<file path="src/rtl/counter_ud_mode_pkg.sv">
// Shared types for the up/down counter: overflow modes and one-shot FSM states.
// No logic here; reset-state helper keeps the mode-to-state mapping in one place.
package counter_pkg;

  typedef enum logic [1:0] {
    CNT_WRAP    = 2'd0,
    CNT_SAT     = 2'd1,
    CNT_ONESHOT = 2'd2
  } cnt_mode_t;

  typedef enum logic [1:0] {
    IDLE = 2'd0,
    RUN  = 2'd1,
    DONE = 2'd2
  } cnt_state_t;

  // Free-running modes never leave RUN; one-shot waits for an explicit start.
  function automatic cnt_state_t reset_state(input cnt_mode_t mode);
    return (mode == CNT_ONESHOT) ? IDLE : RUN;
  endfunction

endpackage

</file>
<file path="src/rtl/counter_ud_mode_if.sv">
// Control/status bundle of the up/down counter; master drives controls, slave is the counter.
// No flow control: controls are sampled every clock, status is valid every clock.
interface counter_ud_mode_if #(
  parameter int WIDTH = 8
) ();

  logic             en;
  logic             dir;
  logic [WIDTH-1:0] step;
  logic             load;
  logic [WIDTH-1:0] load_val;
  logic             start;
  logic [WIDTH-1:0] cnt;
  logic             tc;
  logic             ovf;
  logic             busy;

  modport master (
    output en, dir, step, load, load_val, start,
    input  cnt, tc, ovf, busy
  );

  modport slave (
    input  en, dir, step, load, load_val, start,
    output cnt, tc, ovf, busy
  );

endinterface

</file>
<file path="src/rtl/counter_ud_mode_next_calc.sv">
// Combinational next-count for one enabled step: range check, wrap or clamp, boundary hit.
// Zero latency; no state.
module counter_next_calc
  import counter_pkg::*;
#(
  parameter int               WIDTH   = 8,
  parameter logic [WIDTH-1:0] MAX_VAL = '1,
  parameter cnt_mode_t        MODE    = CNT_WRAP
) (
  input  logic [WIDTH-1:0] cnt,
  input  logic [WIDTH-1:0] eff_step,
  input  logic             dir,
  output logic [WIDTH-1:0] nxt,
  output logic             out_of_range,
  output logic             hit_boundary
);

  localparam logic [WIDTH-1:0] ONE_W = WIDTH'(1);

  logic [WIDTH:0]   up_raw;
  logic [WIDTH-1:0] wrap_up;
  logic [WIDTH-1:0] wrap_dn;

  // Wrapped results always land in 0..MAX_VAL, so modulo-2**WIDTH arithmetic is exact.
  always_comb begin
    up_raw  = {1'b0, cnt} + {1'b0, eff_step};
    wrap_up = cnt + eff_step - MAX_VAL - ONE_W;
    wrap_dn = cnt - eff_step + MAX_VAL + ONE_W;
  end

  always_comb begin
    nxt          = cnt;
    out_of_range = 1'b0;
    hit_boundary = 1'b0;
    if (dir) begin
      out_of_range = (up_raw > {1'b0, MAX_VAL});
      if (!out_of_range)
        nxt = up_raw[WIDTH-1:0];
      else if (MODE == CNT_WRAP)
        nxt = wrap_up;
      else
        nxt = MAX_VAL;
    end else begin
      out_of_range = (eff_step > cnt);
      if (!out_of_range)
        nxt = cnt - eff_step;
      else if (MODE == CNT_WRAP)
        nxt = wrap_dn;
      else
        nxt = '0;
    end

    if (MODE == CNT_WRAP)
      hit_boundary = out_of_range;
    else if (dir)
      hit_boundary = (nxt == MAX_VAL) && (cnt != MAX_VAL);
    else
      hit_boundary = (nxt == '0) && (cnt != '0);
  end

endmodule

</file>
<file path="src/rtl/counter_ud_mode.sv">
// Parametrised up/down counter with load, wrap/saturate/one-shot modes, tc pulse and sticky ovf.
// All outputs registered; a sampled change appears on cnt one cycle later.
module counter_ud_mode
  import counter_pkg::*;
#(
  parameter int              WIDTH   = 8,
  parameter longint unsigned MAX_VAL = (64'd1 << WIDTH) - 64'd1,
  parameter longint unsigned RST_VAL = 64'd0,
  parameter cnt_mode_t       MODE    = CNT_WRAP
) (
  input logic                clk,
  input logic                rst,
  counter_ud_mode_if.slave   bus
);

  if (WIDTH < 1 || WIDTH > 63) begin : g_chk_width
    $fatal(1, "counter_ud_mode: WIDTH must be in 1..63");
  end
  if (MAX_VAL > ((64'd1 << WIDTH) - 64'd1)) begin : g_chk_max
    $fatal(1, "counter_ud_mode: MAX_VAL exceeds 2**WIDTH-1");
  end
  if (RST_VAL > MAX_VAL) begin : g_chk_rst
    $fatal(1, "counter_ud_mode: RST_VAL exceeds MAX_VAL");
  end

  localparam logic [WIDTH-1:0] MAX_W     = MAX_VAL[WIDTH-1:0];
  localparam logic [WIDTH-1:0] RST_W     = RST_VAL[WIDTH-1:0];
  localparam bit               IS_ONESHOT = (MODE == CNT_ONESHOT);
  localparam cnt_state_t       RST_STATE = reset_state(MODE);

  cnt_state_t       state_q;
  cnt_state_t       state_d;
  logic [WIDTH-1:0] cnt_q;
  logic             tc_q;
  logic             ovf_q;
  logic             busy;

  logic [WIDTH-1:0] eff_step;
  logic [WIDTH-1:0] load_clamped;
  logic [WIDTH-1:0] start_val;
  logic [WIDTH-1:0] nxt;
  logic             out_of_range;
  logic             hit_boundary;
  logic             do_start;
  logic             do_count;

  always_comb begin
    eff_step     = (bus.step > MAX_W) ? MAX_W : bus.step;
    load_clamped = (bus.load_val > MAX_W) ? MAX_W : bus.load_val;
    start_val    = bus.dir ? '0 : MAX_W;
    do_start     = IS_ONESHOT && bus.start;
    do_count     = bus.en && (state_q == RUN);
  end

  counter_next_calc #(
    .WIDTH   (WIDTH),
    .MAX_VAL (MAX_W),
    .MODE    (MODE)
  ) u_next_calc (
    .cnt          (cnt_q),
    .eff_step     (eff_step),
    .dir          (bus.dir),
    .nxt          (nxt),
    .out_of_range (out_of_range),
    .hit_boundary (hit_boundary)
  );

  always_ff @(posedge clk) begin
    if (rst)
      state_q <= RST_STATE;
    else
      state_q <= state_d;
  end

  // Load keeps the state; start (re)arms; a boundary hit finishes the one-shot run.
  always_comb begin
    state_d = state_q;
    if (!IS_ONESHOT)
      state_d = RUN;
    else if (bus.load)
      state_d = state_q;
    else if (do_start)
      state_d = RUN;
    else if (do_count && hit_boundary)
      state_d = DONE;
  end

  always_comb begin
    busy = (state_q == RUN);
  end

  always_ff @(posedge clk) begin
    if (rst) begin
      cnt_q <= RST_W;
      tc_q  <= 1'b0;
      ovf_q <= 1'b0;
    end else if (bus.load) begin
      cnt_q <= load_clamped;
      tc_q  <= 1'b0;
      ovf_q <= 1'b0;
    end else if (do_start) begin
      cnt_q <= start_val;
      tc_q  <= 1'b0;
      ovf_q <= 1'b0;
    end else if (do_count) begin
      cnt_q <= nxt;
      tc_q  <= hit_boundary;
      ovf_q <= ovf_q | out_of_range;
    end else begin
      tc_q  <= 1'b0;
    end
  end

  assign bus.cnt  = cnt_q;
  assign bus.tc   = tc_q;
  assign bus.ovf  = ovf_q;
  assign bus.busy = busy;

endmodule
</file>
<file path="src/flat_wrapper.sv">
// flat-port wrapper written by rule: the top's interface ports become plain ports
module counter_ud_mode_flat import counter_pkg::*;
#(
  parameter int              WIDTH   = 8,
  parameter longint unsigned MAX_VAL = (64'd1 << WIDTH) - 64'd1,
  parameter longint unsigned RST_VAL = 64'd0,
  parameter cnt_mode_t       MODE    = CNT_WRAP
)
  (clk, rst, bus_en, bus_dir, bus_step, bus_load, bus_load_val, bus_start, bus_cnt, bus_tc, bus_ovf, bus_busy);
  counter_ud_mode_if #(.WIDTH(WIDTH)) bus_i ();
  input logic clk;
  input logic rst;
  input wire logic [$bits(bus_i.en)-1:0] bus_en;
  input wire logic [$bits(bus_i.dir)-1:0] bus_dir;
  input wire logic [$bits(bus_i.step)-1:0] bus_step;
  input wire logic [$bits(bus_i.load)-1:0] bus_load;
  input wire logic [$bits(bus_i.load_val)-1:0] bus_load_val;
  input wire logic [$bits(bus_i.start)-1:0] bus_start;
  output wire logic [$bits(bus_i.cnt)-1:0] bus_cnt;
  output wire logic [$bits(bus_i.tc)-1:0] bus_tc;
  output wire logic [$bits(bus_i.ovf)-1:0] bus_ovf;
  output wire logic [$bits(bus_i.busy)-1:0] bus_busy;
  assign bus_i.en = bus_en;
  assign bus_i.dir = bus_dir;
  assign bus_i.step = bus_step;
  assign bus_i.load = bus_load;
  assign bus_i.load_val = bus_load_val;
  assign bus_i.start = bus_start;
  assign bus_cnt = bus_i.cnt;
  assign bus_tc = bus_i.tc;
  assign bus_ovf = bus_i.ovf;
  assign bus_busy = bus_i.busy;
  counter_ud_mode #(.WIDTH(WIDTH), .MAX_VAL(MAX_VAL), .RST_VAL(RST_VAL), .MODE(MODE)) u_core (.clk(clk), .rst(rst), .bus(bus_i));
endmodule
</file>
<file path="config.mk">
export PLATFORM = sky130hd
export DESIGN_NAME = counter_ud_mode_flat
export DESIGN_NICKNAME = d
export VERILOG_FILES = /design/src/rtl/counter_ud_mode_pkg.sv /design/src/rtl/counter_ud_mode_if.sv /design/src/rtl/counter_ud_mode_next_calc.sv /design/src/rtl/counter_ud_mode.sv /design/src/flat_wrapper.sv
export SDC_FILE = /design/constraint.sdc
export NUM_CORES = 1
export LEC_CHECK = 0
export ABC_AREA = 0
export CORE_MARGIN = 2
export CORE_UTILIZATION = 51
export DETAILED_ROUTE_END_ITERATION = 6
export PLACE_DENSITY_LB_ADDON = 0.1
export SLEW_MARGIN = 0
export SYNTH_ARGS = -nofsm -noshare
export SYNTH_HDL_FRONTEND = slang
export SYNTH_SLANG_ARGS = --single-unit
</file>
<file path="constraint.sdc">
create_clock -name clk -period 4.6 [get_ports clk]
set_input_delay 0.92 -clock clk [delete_from_list [all_inputs] [get_ports clk]]
set_output_delay 0.92 -clock clk [all_outputs]
set_load 0.01 [all_outputs]
</file>
==> summary.md <==
| Metric | Value |
|---|---|
| Status | finished clean |
| Commonest non-fill, non-tap cell in the layout | clkdlybuf4s50_1 |
| # H-tree levels | 1 |
| Die width | between 50 and 60 µm |
| CTS tree | done |
| Syn_nets | around 190 |
| Final worst setup slack | between 1.5 and 2 ns |
| Worst-Margin Slew | 0.630 ns |
| Critical path cell sequence | clkdlybuf4s50_1 > inv_1 > ha_1 > nor2b_1 > o2111a_1 > o41ai_1 > nand4_1 > a31o_2 |
| Clock buffer depth | 2 |
| Crit path max-delay family | compound AO/OA/AOI/OAI gates |
| Global route overflow | 0 |
| Slowest stage delay, CP | around 0.53 ns |
| Synth-to-Final Area Change | 29.6% |
| Iteration count of the initial detailed-routing pass | 4 |
| Worst-Skew Late Latency | 0.28 ns |
| Worst Hold Class | reg -> reg |
| Via count | between 1,000 and 1,500 |
| Post-Route WL | approximately 3100 µm |
| Number of global-route vias before repair | ~1,200 |
| Die H | 51.6 µm |
| GP Congestion | around 0.84 |
| Final setup fails | 0 |
| Crit end category | flop |
| Pre-CTS setup slack | 1.45 ns |
| MaxCap Viol Count | 0 |
| Synth warn | 0 |
| Worst Path Required | 4.78 ns |
| DP Wirelength | 2330 µm |
| Routed Antenna Nets | 0 |
| Global-route wire length before repair | 5110 µm |
| Ys flop type | dfxtp_1 |
| IO Pins | 33 |
| IO buf count | 30 |
| Power Dens Cells | between 200 and 250 mW/mm² |
| Effective utilization at floorplan | between 50% and 60% |
| Sequential area share after synthesis | between 15 and 20% |
| Sink Count | 10 |
| Post-synth ARST share | 0% |
| RSZ-0062 raised after global routing | false |
| Netlist Area Pre-Place | 0.00116 mm² |
| Max frequency | ~0.35 GHz |
| Peak VDD IR | between 0.1 and 0.15 mV |
| Worst-path maximum fanout | 3 |
| Core ar. | 0.00217 mm² |
| WHS | around 0.46 ns |
| Die ar. | approximately 0.0027 mm² |
| Fin Clk Skew | around 0.0021 ns |
| DRT iter0 DRCs | 51 |
| Tot Pwr | roughly 0.34 mW |
| Relative slew slack | 57.9% |
| Tmin final | ~2.9 ns |
| DR WL/cell | about 15 µm |
| Netlist cell types | 42 |
| Slew Viols, Final | 0 |
| Fill count | 209 |
| Rows | 17 |
| Most frequent cells in the layout | clkdlybuf4s50_1 (30), inv_1 (17), nor2_1 (16), ha_1 (16), a21oi_1 (13) |
| DRC violations left | 0 |
| CTS Hold Bufs | 0 |
| Post-CTS setup buffer count | 0 |
| N_diodes | 0 |
| Layout cells sized above 1 | between 4 and 5% |
| Worst path arrival time | 3.08 ns |
| Synthesized flop and latch total | 10 |
| Setup TNS Final | 0 ns |
| Gr usage total | between 20% and 30% |
| Largest net degree at the start of global routing | 17 |
| Tcrit/Tclk final | ~63% |
| Nets | 220 |
| CP Launch Type | primary input |
| CTS Root Cell | clkbuf_4 |
| Post-CTS Resized | 0 |
| Post-Synthesis Cells | approximately 150 |
| Drt via density | roughly 5.9 |
| Initial antenna violation count | 0 |
| Post-synth EDFFs | 0 |
| Synth Area per Inst | ~7.7 µm² |
| Final hold vios | 0 |
| Leakage | about 0.64 nW |
| Total CTS buffers | 3 |
| Crit path kind | in -> reg |
| WP buf/inv | 2 |
| Worst path slowest cell | clkdlybuf4s50_1 |
| Worst-path clk slew | 0.08 ns |
[synth_stat cells (2+ instances only)]
cell type / number / area share [%]
nor2_1: 16 / 5.2
a31o_2: 2 / 1.5
buf_2: 2 / 0.86
o21ai_0: 8 / 3.5
nor3_1: 4 / 1.7
a21oi_1: 13 / 5.6
dfxtp_1: 10 / 17
or3_1: 2 / 1.1
nor3b_1: 4 / 2.6
a211oi_1: 5 / 3.2
nor2b_1: 2 / 1.1
nand3_1: 3 / 1.3
xnor2_1: 2 / 1.5
and2_1: 2 / 1.1
fa_1: 2 / 3.5
mux2i_1: 4 / 3.5
o21bai_1: 2 / 1.3
ha_1: 16 / 17
inv_1: 17 / 5.5
o31ai_1: 3 / 1.9
nand2_1: 6 / 1.9
nand4_1: 2 / 1.1
clkbuf_1: 3 / 0.97
a221oi_1: 2 / 1.5
nand2b_1: 2 / 1.1
[power by group]
part | internal, mW | total (mW) | switching [mW]
logic | 0.0736 | 0.153 | 0.0799
registers | 0.0941 | 0.102 | 0.00744
clock network | 0.0482 | 0.0878 | 0.0395
[path summary, 6_finish.rpt]
path	start	end	slack, ns	cells past startpoint
setup / recovery	bus_step[1]	u_core.bus.cnt[7]	1.71	8
hold / removal	u_core.bus.ovf	u_core.bus.ovf	0.46	2
setup reg to reg	u_core.bus.cnt[0]	u_core.bus.cnt[4]	2.51	8
hold reg to reg	u_core.bus.ovf	u_core.bus.ovf	0.46	2
[final cells by class]
cell class	instances	area, µm²	share of cell area (%)
Tap cell	28	35.0	2.34
Sequential cell	10	200	13.3
Multi-Input combinational cell	118	865	57.6
Clock buffer	4	36.3	2.42
Timing Repair Buffer	30	300	20.0
Inverter	17	63.8	4.25
[sequential cells by signal, summed over array words and instances (netlist names)]
| signal | count |
|---|---|
| u_core.bus.tc | 1 |
| u_core.bus.cnt | 8 |
| u_core.bus.ovf | 1 |
[routing by layer]
layer	vias up	routed length [µm]	track usage (%)
met4	0	62	11.4
met5	-	0	0
li1	596	-	-
met1	565	1350	33.2
met3	7	225	4.02
met2	60	1430	42.1
[tightest hold or removal path, cell delays in order (launching register included)]
cell	delay (ns)
dfxtp_1	0.33
nand2_1	0.05
o31ai_1	0.05
[stage by stage]
step	utilization, %	instances	area [µm²]
floorplan	-	151	1160
global placement	67.5	203	1460
detailed placement	67.5	203	1460
CTS	69.1	207	1500
global route	69.1	207	1500
finish	69.1	207	1500
[cell families (layout without fill, tap and decap cells)]
group	Yosys count	count (layout)	synth area share, %
AO/OA/AOI/OAI	45	45	25.7
XOR/XNOR	2	2	1.51
adder cells (fa/ha/maj)	18	18	20.8
buffers and inverters	23	51	8.00
flip-flops	10	10	17.3
multiplexers	4	4	3.46
other	1	1	0.324
AND/OR/NAND/NOR	48	48	22.9
No activity file was read; power rests on OpenSTA's default activity.
